==> src/rtl/bin2bcd_seq_if.sv <==
// Request/result handshake bundle for bin2bcd_seq.
// The master issues conversion requests and consumes results; the slave is the converter.
interface bin2bcd_seq_if #(
  parameter int BIN_W  = 16,
  parameter int DIGITS = 5
);
  logic                  in_valid;
  logic                  in_ready;
  logic [BIN_W-1:0]      bin;
  logic                  out_valid;
  logic                  out_ready;
  logic [4*DIGITS-1:0]   bcd;
  logic                  neg;
  logic                  ovf;

  modport master (
    output in_valid, bin, out_ready,
    input  in_ready, out_valid, bcd, neg, ovf
  );

  modport slave (
    input  in_valid, bin, out_ready,
    output in_ready, out_valid, bcd, neg, ovf
  );
endinterface

==> src/rtl/bin2bcd_seq.sv <==
// Sequential double-dabble binary-to-BCD converter, one bit per clock.
// Define BIN2BCD_SIGNED_EN to treat bin as two's complement and report the sign on neg.
module bin2bcd_seq #(
  parameter int BIN_W  = 16,
  parameter int DIGITS = 5
) (
  input  logic         clk,
  input  logic         rst_n,
  bin2bcd_seq_if.slave bus
);

  localparam int CNT_W = $clog2(BIN_W + 1);
  localparam int DIG_W = 4 * DIGITS;

  typedef enum logic [1:0] {
    IDLE,
    SHIFT,
    DONE
  } state_t;

  state_t             state;
  logic [BIN_W-1:0]   work_sr;
  logic [DIG_W-1:0]   dig;
  logic [DIG_W-1:0]   dig_adj;
  logic [CNT_W-1:0]   cnt;
  logic               ovf_w;
  logic [DIG_W-1:0]   bcd_r;
  logic               ovf_r;
  logic               out_valid_r;
  logic [BIN_W-1:0]   bin_mag;

`ifdef BIN2BCD_SIGNED_EN
  logic               bin_neg;
  logic               neg_w;
  logic               neg_r;

  // The most-negative input negates to itself, which read unsigned is exactly 2^(BIN_W-1).
  assign bin_neg = bus.bin[BIN_W-1];
  assign bin_mag = bin_neg ? (~bus.bin + BIN_W'(1)) : bus.bin;
  assign bus.neg = neg_r;
`else
  assign bin_mag = bus.bin;
  assign bus.neg = 1'b0;
`endif

  // NOTE: every variable assigned in always_comb gets a value on every path, so no latch is inferred.
  always_comb begin
    dig_adj = dig;
    for (int i = 0; i < DIGITS; i++) begin
      if (dig[4*i +: 4] > 4'd4) dig_adj[4*i +: 4] = dig[4*i +: 4] + 4'd3;
    end
  end

  assign bus.in_ready  = (state == IDLE);
  assign bus.out_valid = out_valid_r;
  assign bus.bcd       = bcd_r;
  assign bus.ovf       = ovf_r;

  // NOTE: state is updated with non-blocking assignments so every register samples pre-edge values.
  always_ff @(posedge clk or negedge rst_n) begin
    if (!rst_n) begin
      state       <= IDLE;
      work_sr     <= '0;
      dig         <= '0;
      cnt         <= '0;
      ovf_w       <= 1'b0;
      bcd_r       <= '0;
      ovf_r       <= 1'b0;
      out_valid_r <= 1'b0;
`ifdef BIN2BCD_SIGNED_EN
      neg_w       <= 1'b0;
      neg_r       <= 1'b0;
`endif
    end else begin
      case (state)
        IDLE: begin
          if (bus.in_valid) begin
            work_sr <= bin_mag;
            dig     <= '0;
            cnt     <= '0;
            ovf_w   <= 1'b0;
`ifdef BIN2BCD_SIGNED_EN
            neg_w   <= bin_neg;
`endif
            state   <= SHIFT;
          end
        end
        SHIFT: begin
          // One extra SHIFT cycle at cnt==BIN_W publishes the result, giving a BIN_W+1 latency.
          if (cnt == CNT_W'(BIN_W)) begin
            bcd_r       <= dig;
            ovf_r       <= ovf_w;
`ifdef BIN2BCD_SIGNED_EN
            neg_r       <= neg_w;
`endif
            out_valid_r <= 1'b1;
            state       <= DONE;
          end else begin
            dig     <= {dig_adj[DIG_W-2:0], work_sr[BIN_W-1]};
            work_sr <= {work_sr[BIN_W-2:0], 1'b0};
            ovf_w   <= ovf_w | dig_adj[DIG_W-1];
            cnt     <= cnt + CNT_W'(1);
          end
        end
        DONE: begin
          if (bus.out_ready) begin
            out_valid_r <= 1'b0;
            state       <= IDLE;
          end
        end
        default: state <= IDLE;
      endcase
    end
  end

endmodule
==> src/flat_wrapper.sv <==
// flat-port wrapper written by rule: the top's interface ports become plain ports
module bin2bcd_seq_flat 
#(
  parameter int BIN_W  = 16,
  parameter int DIGITS = 5
)
  (clk, rst_n, bus_in_valid, bus_bin, bus_out_ready, bus_in_ready, bus_out_valid, bus_bcd, bus_neg, bus_ovf);
  bin2bcd_seq_if #(.BIN_W(BIN_W), .DIGITS(DIGITS)) bus_i ();
  input  logic clk;
  input  logic rst_n;
  input wire logic [$bits(bus_i.in_valid)-1:0] bus_in_valid;
  input wire logic [$bits(bus_i.bin)-1:0] bus_bin;
  input wire logic [$bits(bus_i.out_ready)-1:0] bus_out_ready;
  output wire logic [$bits(bus_i.in_ready)-1:0] bus_in_ready;
  output wire logic [$bits(bus_i.out_valid)-1:0] bus_out_valid;
  output wire logic [$bits(bus_i.bcd)-1:0] bus_bcd;
  output wire logic [$bits(bus_i.neg)-1:0] bus_neg;
  output wire logic [$bits(bus_i.ovf)-1:0] bus_ovf;
  assign bus_i.in_valid = bus_in_valid;
  assign bus_i.bin = bus_bin;
  assign bus_i.out_ready = bus_out_ready;
  assign bus_in_ready = bus_i.in_ready;
  assign bus_out_valid = bus_i.out_valid;
  assign bus_bcd = bus_i.bcd;
  assign bus_neg = bus_i.neg;
  assign bus_ovf = bus_i.ovf;
  bin2bcd_seq #(.BIN_W(BIN_W), .DIGITS(DIGITS)) u_core (.clk(clk), .rst_n(rst_n), .bus(bus_i));
endmodule
==> config.mk <==
export PLATFORM = sky130hd
export DESIGN_NAME = bin2bcd_seq_flat
export DESIGN_NICKNAME = d
export VERILOG_FILES = /design/src/rtl/bin2bcd_seq_if.sv /design/src/rtl/bin2bcd_seq.sv /design/src/flat_wrapper.sv
export SDC_FILE = /design/constraint.sdc
export NUM_CORES = 1
export LEC_CHECK = 0
export CELL_PAD_IN_SITES_DETAIL_PLACEMENT = 0
export CELL_PAD_IN_SITES_GLOBAL_PLACEMENT = 1
export CORE_ASPECT_RATIO = 0.75
export CORE_MARGIN = 2
export CORE_UTILIZATION = 44
export CTS_CLUSTER_SIZE = 12
export DETAILED_ROUTE_END_ITERATION = 8
export PLACE_DENSITY_LB_ADDON = 0.1
export SLEW_MARGIN = 20
export SYNTH_ARGS = -nofsm -noshare
export SYNTH_HDL_FRONTEND = slang
export SYNTH_SLANG_ARGS = --single-unit
==> constraint.sdc <==
create_clock -name clk -period 2.1 [get_ports clk]
set_input_delay 0.42 -clock clk [delete_from_list [all_inputs] [get_ports clk]]
set_output_delay 0.42 -clock clk [all_outputs]
set_load 0.05 [all_outputs]
==> flow_summary.ini <==
[timing]
fin_worst_skew_ns = 0.0107
worst_pin_slew_ns = 0.590
max-slew-margin-rel_pct = 60.7
period_share_pct = 91.4
timing.setup.tns_ns = 0
finalWorstSetupSlack_ns = 0.181
final-hold-violation-count = 0
setup_viol = 0
max_freq_mhz = 521
min_period_ns = 1.92
maxSlewViolCount = 0
rsz0062_at_grt = false

[drt]
first_pass_iters = 4
drt-total-wl_mm = 7.27
post_drt_wl_per_cell_um = 16.1
drt.antenna.violating_nets = 0
drc_errors = 0
vias = 2470
drt_iter0_markers = 86
via_per_inst = 5.45

[cts]
cts-hold-fix-buffers = 0
cts_buffers = 9
cts_sinks = 66
worstSkewPairLatency_ns = 0.34
cts.path.max_buffers = 2
cts_resized = 0
htreeDepth = 3
cts_tree = yes
cts_setup_buffers = 0
clockRootBuffer = clkbuf_8
cts.reportedPaths.clkPinSlew_ns = 0.07

[yosys]
synth_edf_count = 0
yosysTopAreaCell = dfrtp_1
synth_nets = 327
ys_seq_area_share_pct = 49.0
netlist.area_leader.share_pct = 49.0
synthesis.area_um2 = 3370
synth.avg_cell_area_um2 = 11.2
synth.most_common_cell = dfrtp_1
yosysWarnings = 0
synth_commonest_cells = dfrtp_1, o21ai_0, o211ai_1
ys_types = 40
synth-seq-cells = 66
synth_cells = 300
async_flop_share_pct = 100
synth-main-ff-cell = dfrtp_1
yosys-top-cells-area = dfrtp_1, o21ai_0, mux2_2, mux2_4, o211ai_1

[critical_path]
crit_family = buffers and inverters
path_max_fanout = 2
worst-setup-path-type = reg -> out
cp-end-kind = output pin
cpMaxStageDelayCell = clkdlybuf4s50_1
rrSetupSlack_ns = 0.34
regToRegEndpoint = u_core.work_sr[11]
r2r-start = u_core.cnt[0]
arrival_ns = 1.50
cp-start-kind = flop
r2r_cells = 7
slowest_delay_ns = 0.81
required_ns = 1.68
path_buf_inv = 1
crit_path_cell_trace = clkdlybuf4s50_1

[die]
die-area_um2 = 8380
num_rows = 27
die_x_um = 105
core_area_um2 = 7400
die_h_um = 79.8
io_pins = 44
start_util_pct = 45.5

[global_route]
antenna_found_initial = 0
grt_pass1_vias = 2482
grtUsageTotal_pct = 19.2
grt_max_degree = 40
grt_first_pass_wirelength_mm = 12.5
overflow = 0

[placement]
dpl.hpwl_mm = 4.87
gp_congestion = 0.741
portBuffers = 42
post-place-ws_ns = 0.156

[cells_and_area]
n_antenna_cell = 0
drive_above_1_share_pct = 20.2
final_nets = 374
syn_to_final_growth_pct = 23.0

[run]
cap_violations = 0

[status]
status = finished clean

[power_and_ir_drop]
power.total_mw = 7.02
p_leak_nw = 1.85
p_per_area_nw_per_um2 = 1690
ir_worst_vdd_uv = 700

[hold_path]
min_path_type = in -> async
[final cells by class]
cell class	count	area, um^2
Fill cell	652	3250
Sequential cell	66	1650
Multi-Input combinational cell	194	1530
Timing Repair Buffer	56	581
Clock buffer	14	173
Tap cell	101	126
Inverter	20	75.1
Clock inverter	2	10.0
[cells by family (layout without fill, tap and decap cells)]
| logic type | count (synthesis) | in the layout | share of synthesized area [%] |
|---|---|---|---|
| adders and majority gates | 7 | 7 | 2.60 |
| and+or+nand+nor | 54 | 54 | 10.1 |
| AOI/OAI and AO/OA | 89 | 89 | 17.0 |
| other | 1 | 1 | 0.111 |
| DFF | 66 | 66 | 49.0 |
| buffers and inverters | 40 | 92 | 5.72 |
| muxes | 43 | 43 | 15.4 |
[worst max-delay path by stage]
stage | cells after the start | end | start
finish | 1 | bus_bcd[13] | u_core.bus.bcd[13]
global route | 1 | bus_bcd[2] | u_core.bus.bcd[2]
CTS | 1 | bus_bcd[17] | u_core.bus.bcd[17]
detailed placement | 6 | u_core.work_sr[11] | bus_in_valid
global placement | 6 | u_core.work_sr[10] | bus_in_valid
floorplan | 7 | u_core.bus.bcd[10] | u_core.cnt[0]
[flip-flops by register name, indices dropped and copies added, names as in the netlist]
signal                cells
u_core.state              2
u_core.bus.bcd           20
u_core.bus.out_valid      1
u_core.dig               20
u_core.work_sr           16
u_core.bus.ovf            1
u_core.ovf_w              1
u_core.cnt                5
[power by group]
group	switching, mW	internal (mW)	leakage, nW	total [mW]
combinational	2.03	1.74	0.922	3.78
clock	0.462	0.523	0.0965	0.985
sequential	0.410	1.85	0.833	2.26
total	2.91	4.11	1.85	7.02
[per-stage QoR]
stage	hold WS, ns	std cells	utilization (%)	area, um^2
finish	0.0765	453	56.0	4140
global route	0.110	453	56.0	4140
CTS	0.0840	453	56.0	4140
detailed placement	0.457	437	53.5	3960
global placement	0.454	437	53.5	3960
floorplan	0.124	300	-	3370
[placed cells by master (no fill, tap or decap), drive strengths merged, types with 2 or more instances in the layout]
master,instances
clkinv,2
mux2i,8
o41ai,4
and3,8
or4,5
dfrtp,66
nor3,2
nor2,7
a21boi,4
o31ai,7
mux2,35
nand4,5
inv,20
clkbuf,14
nand2b,6
a21oi,7
nand3,3
o211ai,20
nor2b,2
nand2,9
ha,7
or3,2
clkdlybuf4s50,40
buf,16
o21a,2
o21ai,45
[metal layers]
| metal | global-route usage (%) | wire length (um) | vias to the layer above |
|---|---|---|---|
| met5 | 0 | 0 | - |
| met4 | 6.93 | 102 | 0 |
| met3 | 5.06 | 280 | 13 |
| met2 | 29.7 | 3240 | 53 |
| met1 | 26.3 | 3650 | 1222 |
| li1 | - | - | 1182 |
(Power assumes the default switching activity.)
==> RTL edit 1, RTL diff (config.mk and constraints unchanged) <==
Re-encode `state_t` (3 states) as one-hot, 3 bits wide.
--- a/src/rtl/bin2bcd_seq.sv
+++ b/src/rtl/bin2bcd_seq.sv
@@ -12,10 +12,10 @@
   localparam int CNT_W = $clog2(BIN_W + 1);
   localparam int DIG_W = 4 * DIGITS;
 
-  typedef enum logic [1:0] {
-    IDLE,
-    SHIFT,
-    DONE
+  typedef enum logic [2:0] {
+    IDLE  = 3'b001,
+    SHIFT = 3'b010,
+    DONE  = 3'b100
   } state_t;
 
   state_t             state;
Check against the original RTL: same outputs for any inputs over 10 cycles, from zero or initial values and one cycle with rst_n low; not proved beyond that.
==> RTL edit 1 against the unedited design <==
Fmax fell by 1.1%. Critical endpoint is now bus_out_valid. Register-to-register slack got worse by 0.10 ns. Cell area fell by 1.4%. Via count increased by 4.5%. Critical path type unchanged. Area after synthesis shrank 2.2%. Worst setup slack lost 0.022 ns. Sequential cell count is 1 higher. Wire length decreased by 0.47%.
Power is not compared: it rests on default switching activity, and its combinational part moved more than twofold at a synthesized area within 25%.
==> RTL edit 1: results (changes against the unedited design) <==
[final_layout]
final.fill_count = 671  ; +2.9%
finish.cell_count_without_fillers = 463  ; +2.2%
numSequentialCells = 67  ; +1.5%
final.signal_inverter_count = 23  ; +15%
clk_share = 0.05571  ; +0.01163
n_multi_input_combinational_cell = 200  ; +3.1%
layout-drive-gt1-share = 0.1575  ; -0.04425
sh_seq_area = 0.4105  ; +0.01192
buf_share = 0.1328  ; -0.007253
fraction_of_standard_cell_area_in_multi_input_logic = 0.3489  ; -0.01972
number_of_nets_at_the_end_of_the_flow = 384  ; +2.7%
area_of_combinational_cells_with_multiple_inputs_um2 = 1426  ; -6.6%

[route]
drt-vias-per-instance = 5.575  ; +2.2%
drt-initial-drc-count = 79  ; -8.1%
met1Wirelength_mm = 3.705  ; +1.6%
routed-wl-met3_um = 252  ; -10%
finalWirelength_mm = 7.237  ; -0.47%
detailroute.wirelength.met2_mm = 3.233  ; -0.25%

[global_routing]
grt_max_degree = 68  ; +70%
met2_usage = 0.3026  ; +0.005878
grt.met3_usage = 0.05747  ; +0.006859
grtUsageMet1 = 0.2632  ; about the same
first_global_vias = 2548  ; +2.7%
grtUsageTotal = 0.1904  ; -0.002038
grt_pass1_wl_mm = 12.56  ; +0.50%

[logic_synthesis]
syn_area_um2 = 3294  ; -2.2%
synth_area_leaders = sky130_fd_sc_hd__dfrtp_1, sky130_fd_sc_hd__o21ai_0, sky130_fd_sc_hd__mux2_2
synthTopCellsByCount = sky130_fd_sc_hd__dfrtp_1, sky130_fd_sc_hd__o21ai_0, sky130_fd_sc_hd__inv_1, sky130_fd_sc_hd__nor3_1
syn_area_per_cell_um2 = 10.33  ; -8.1%
synth.distinct_cells = 39  ; -2.5%
synth_nets = 346  ; +5.8%
synth-seq-area-share = 0.5093  ; +0.01915

[sta]
timing.clock.skew_ns = 0.007226  ; -0.003513 ns
worstMarginPinSlew_ns = 0.5014  ; -0.08860 ns

[placed_design]
dpl-instance-area_um2 = 3860  ; -2.6%
gp_routability_congestion = 0.7405  ; about the same
pre_cts_slack_ns = 0.1379  ; -0.01775 ns
place_inst = 447  ; +2.3%

[setup_path]
worst-path-max-fanout = 3  ; +1
worst_r2r_path_depth = 6  ; -1

[status]
status = finished, final reports clean

[power_and_ir_drop]
overall_power_mw = 4.141

-- RTL edit 1: kinds of logic (layout without fill, tap and decap cells) --
group,after synthesis,after routing,synth area share
AO/OA/AOI/OAI,104,104,0.2176
AND/OR/NAND/NOR,68,68,0.1162
other,1,1,0.001138
flip-flops,67,67,0.5093
multiplexers,20,20,0.06533
buffers and inverters,52,95,0.06380
adder cells (fa/ha/maj),7,7,0.02658
-- RTL edit 1: worst paths after layout --
path	startpoint	endpoint	slack, ns
max	u_core.bus.out_valid$_DFFE_PN0P_	bus_out_valid	0.16
min	rst_n	u_core.bus.bcd[19]$_DFFE_PN0P_	0.08
max reg2reg	u_core.cnt[0]$_DFFE_PN0P_	u_core.work_sr[6]$_DFFE_PN0P_	0.24
min reg2reg	u_core.ovf_w$_DFFE_PN0P_	u_core.ovf_w$_DFFE_PN0P_	0.50
max in group asynchronous	rst_n	u_core.bus.out_valid$_DFFE_PN0P_	1.70
min in group clk	u_core.ovf_w$_DFFE_PN0P_	u_core.ovf_w$_DFFE_PN0P_	0.50
==> RTL edit 2, RTL diff (same flow settings) <==
Made on the original files. `BIN_W` is set to 16 in 3 places; all go to 8.
--- a/src/rtl/bin2bcd_seq_if.sv
+++ b/src/rtl/bin2bcd_seq_if.sv
@@ -1,7 +1,7 @@
 // Request/result handshake bundle for bin2bcd_seq.
 // The master issues conversion requests and consumes results; the slave is the converter.
 interface bin2bcd_seq_if #(
-  parameter int BIN_W  = 16,
+  parameter int BIN_W  = 8,
   parameter int DIGITS = 5
 );
   logic                  in_valid;
--- a/src/rtl/bin2bcd_seq.sv
+++ b/src/rtl/bin2bcd_seq.sv
@@ -1,7 +1,7 @@
 // Sequential double-dabble binary-to-BCD converter, one bit per clock.
 // Define BIN2BCD_SIGNED_EN to treat bin as two's complement and report the sign on neg.
 module bin2bcd_seq #(
-  parameter int BIN_W  = 16,
+  parameter int BIN_W  = 8,
   parameter int DIGITS = 5
 ) (
   input  logic         clk,
--- a/src/flat_wrapper.sv
+++ b/src/flat_wrapper.sv
@@ -1,7 +1,7 @@
 // flat-port wrapper written by rule: the top's interface ports become plain ports
 module bin2bcd_seq_flat 
 #(
-  parameter int BIN_W  = 16,
+  parameter int BIN_W  = 8,
   parameter int DIGITS = 5
 )
   (clk, rst_n, bus_in_valid, bus_bin, bus_out_ready, bus_in_ready, bus_out_valid, bus_bcd, bus_neg, bus_ovf);
Ports: changed (resized bus_bin); port bits go from 44 to 36. No check against the original RTL was run, so the function may have changed too.
==> RTL edit 2 against the unedited design <==
Cell count fell by 20%. Sequential cell count fell by 9. Global-route usage fell by 1.0 points. Highest routed layer unchanged. Critical path depth did not move. Combinational power fell by 19%. Area after synthesis fell by 16%. Die area fell by 15%. Sequential share of layout area rose by 1.3 points. Power fell by 12%. Utilization fell by 0.83 points. Cell area fell by 16%. Fmax fell by 0.40%. Worst setup slack got worse by 0.0077 ns. Wire length fell by 18%.
==> RTL edit 2: results (changes against the unedited design) <==
[logic_synthesis]
synth_nets = 258  ; -21%
synth_area_leaders = sky130_fd_sc_hd__dfrtp_1, sky130_fd_sc_hd__mux2_4, sky130_fd_sc_hd__o21ai_0
synthTopCellsByCount = sky130_fd_sc_hd__dfrtp_1, sky130_fd_sc_hd__o21ai_0, sky130_fd_sc_hd__mux2_4, sky130_fd_sc_hd__inv_1, sky130_fd_sc_hd__mux2i_1
synth-seq-area-share = 0.5022  ; +0.01204

[power_and_ir_drop]
p_leak_nw = 1.568  ; -15%
p_int_mw = 3.603  ; -12%
overall_power_mw = 6.193  ; -12%
vdd_drop_max_v = 0.0009504  ; +36%
comb_power_mw = 3.08  ; -19%
pg_clk_mw = 1.09  ; +11%

[route]
drt-vias-per-instance = 5.453  ; about the same
routed-wl-met3_um = 272  ; -2.9%
wl_per_cell_um = 16.38  ; +2.0%
detailroute.wirelength.met2_mm = 2.492  ; -23%
met1Wirelength_mm = 3.158  ; -13%
drt-initial-drc-count = 84  ; -2.3%

[cts]
post-cts-setup-buffers = 0  ; unchanged
cts-resized-gates = 0  ; unchanged
clkSinkCount = 57  ; -14%
cts-root-to-sink-buffers = 2  ; unchanged
cts-buffers-inserted = 9  ; unchanged

[final_layout]
fraction_of_standard_cell_area_in_multi_input_logic = 0.3567  ; -0.01201
layout-drive-gt1-share = 0.2120  ; +0.01031
final.clkbuf_count = 12  ; -2
n_multi_input_combinational_cell = 152  ; -22%
final.signal_inverter_count = 13  ; -35%
final.fill_count = 565  ; -13%
buf_share = 0.1269  ; -0.01316
ff_latch_area_um2 = 1426  ; -14%
number_of_nets_at_the_end_of_the_flow = 297  ; -21%
clk_share = 0.06203  ; +0.01794
non_clock_buffers = 45  ; -20%

[placed_design]
port-buffer-count = 34  ; -19%
gp_routability_congestion = 0.7573  ; +2.2%
dp_hpwl_mm = 3.988  ; -18%

[sta]
timing.clock.skew_ns = 0.008547  ; -0.002192 ns
timing.slew.headroom = 0.6671  ; +0.06044

[setup_path]
rr_endpoint = u_core.bus.bcd[0]$_DFFE_PN0P_
worst_r2r_path_depth = 6  ; -1
worst-path-max-fanout = 2  ; unchanged
rrSetupSlack_ns = 0.30  ; -0.04 ns
worstReg2RegStart = u_core.cnt[0]$_DFFE_PN0P_

[global_routing]
first_global_vias = 1957  ; -21%
grt_pass1_wl_mm = 10.05  ; -20%
grtUsageTotal = 0.1824  ; -0.01013
grt_max_degree = 58  ; +45%

[status]
status = finished, final reports clean

[RTL edit 2: cells by family (layout without fill, tap and decap cells)]
group	count (synthesis)	in the layout	synth area share
AO/OA/AOI/OAI	59	59	0.1379
flip-flops	57	57	0.5022
AND/OR/NAND/NOR	52	52	0.1163
multiplexers	33	33	0.1493
buffers and inverters	30	74	0.06211
adder cells (fa/ha/maj)	7	7	0.03084
other	1	1	0.001320
[RTL edit 2: per-layer routing]
metal,global-route usage,up-vias
li1,-,946
met3,0.06660,4
met2,0.2539,42
met1,0.2686,993
met5,0,-
met4,0.04695,0
[RTL edit 2: metrics by stage]
step	hold WS [ns]	area, um^2	utilization	worst slack, ns	instances
4_1_cts	0.07431	3470	0.5518	0.1517	364
5_1_grt	0.06965	3470	0.5518	0.1178	364
6_report	0.05696	3470	0.5518	0.1734	364
2_1_floorplan	0.1244	2840	-	0.4797	239
3_5_place_dp	0.4511	3254	0.5176	0.2495	348
3_3_place_gp	0.4484	3254	0.5176	0.2682	348
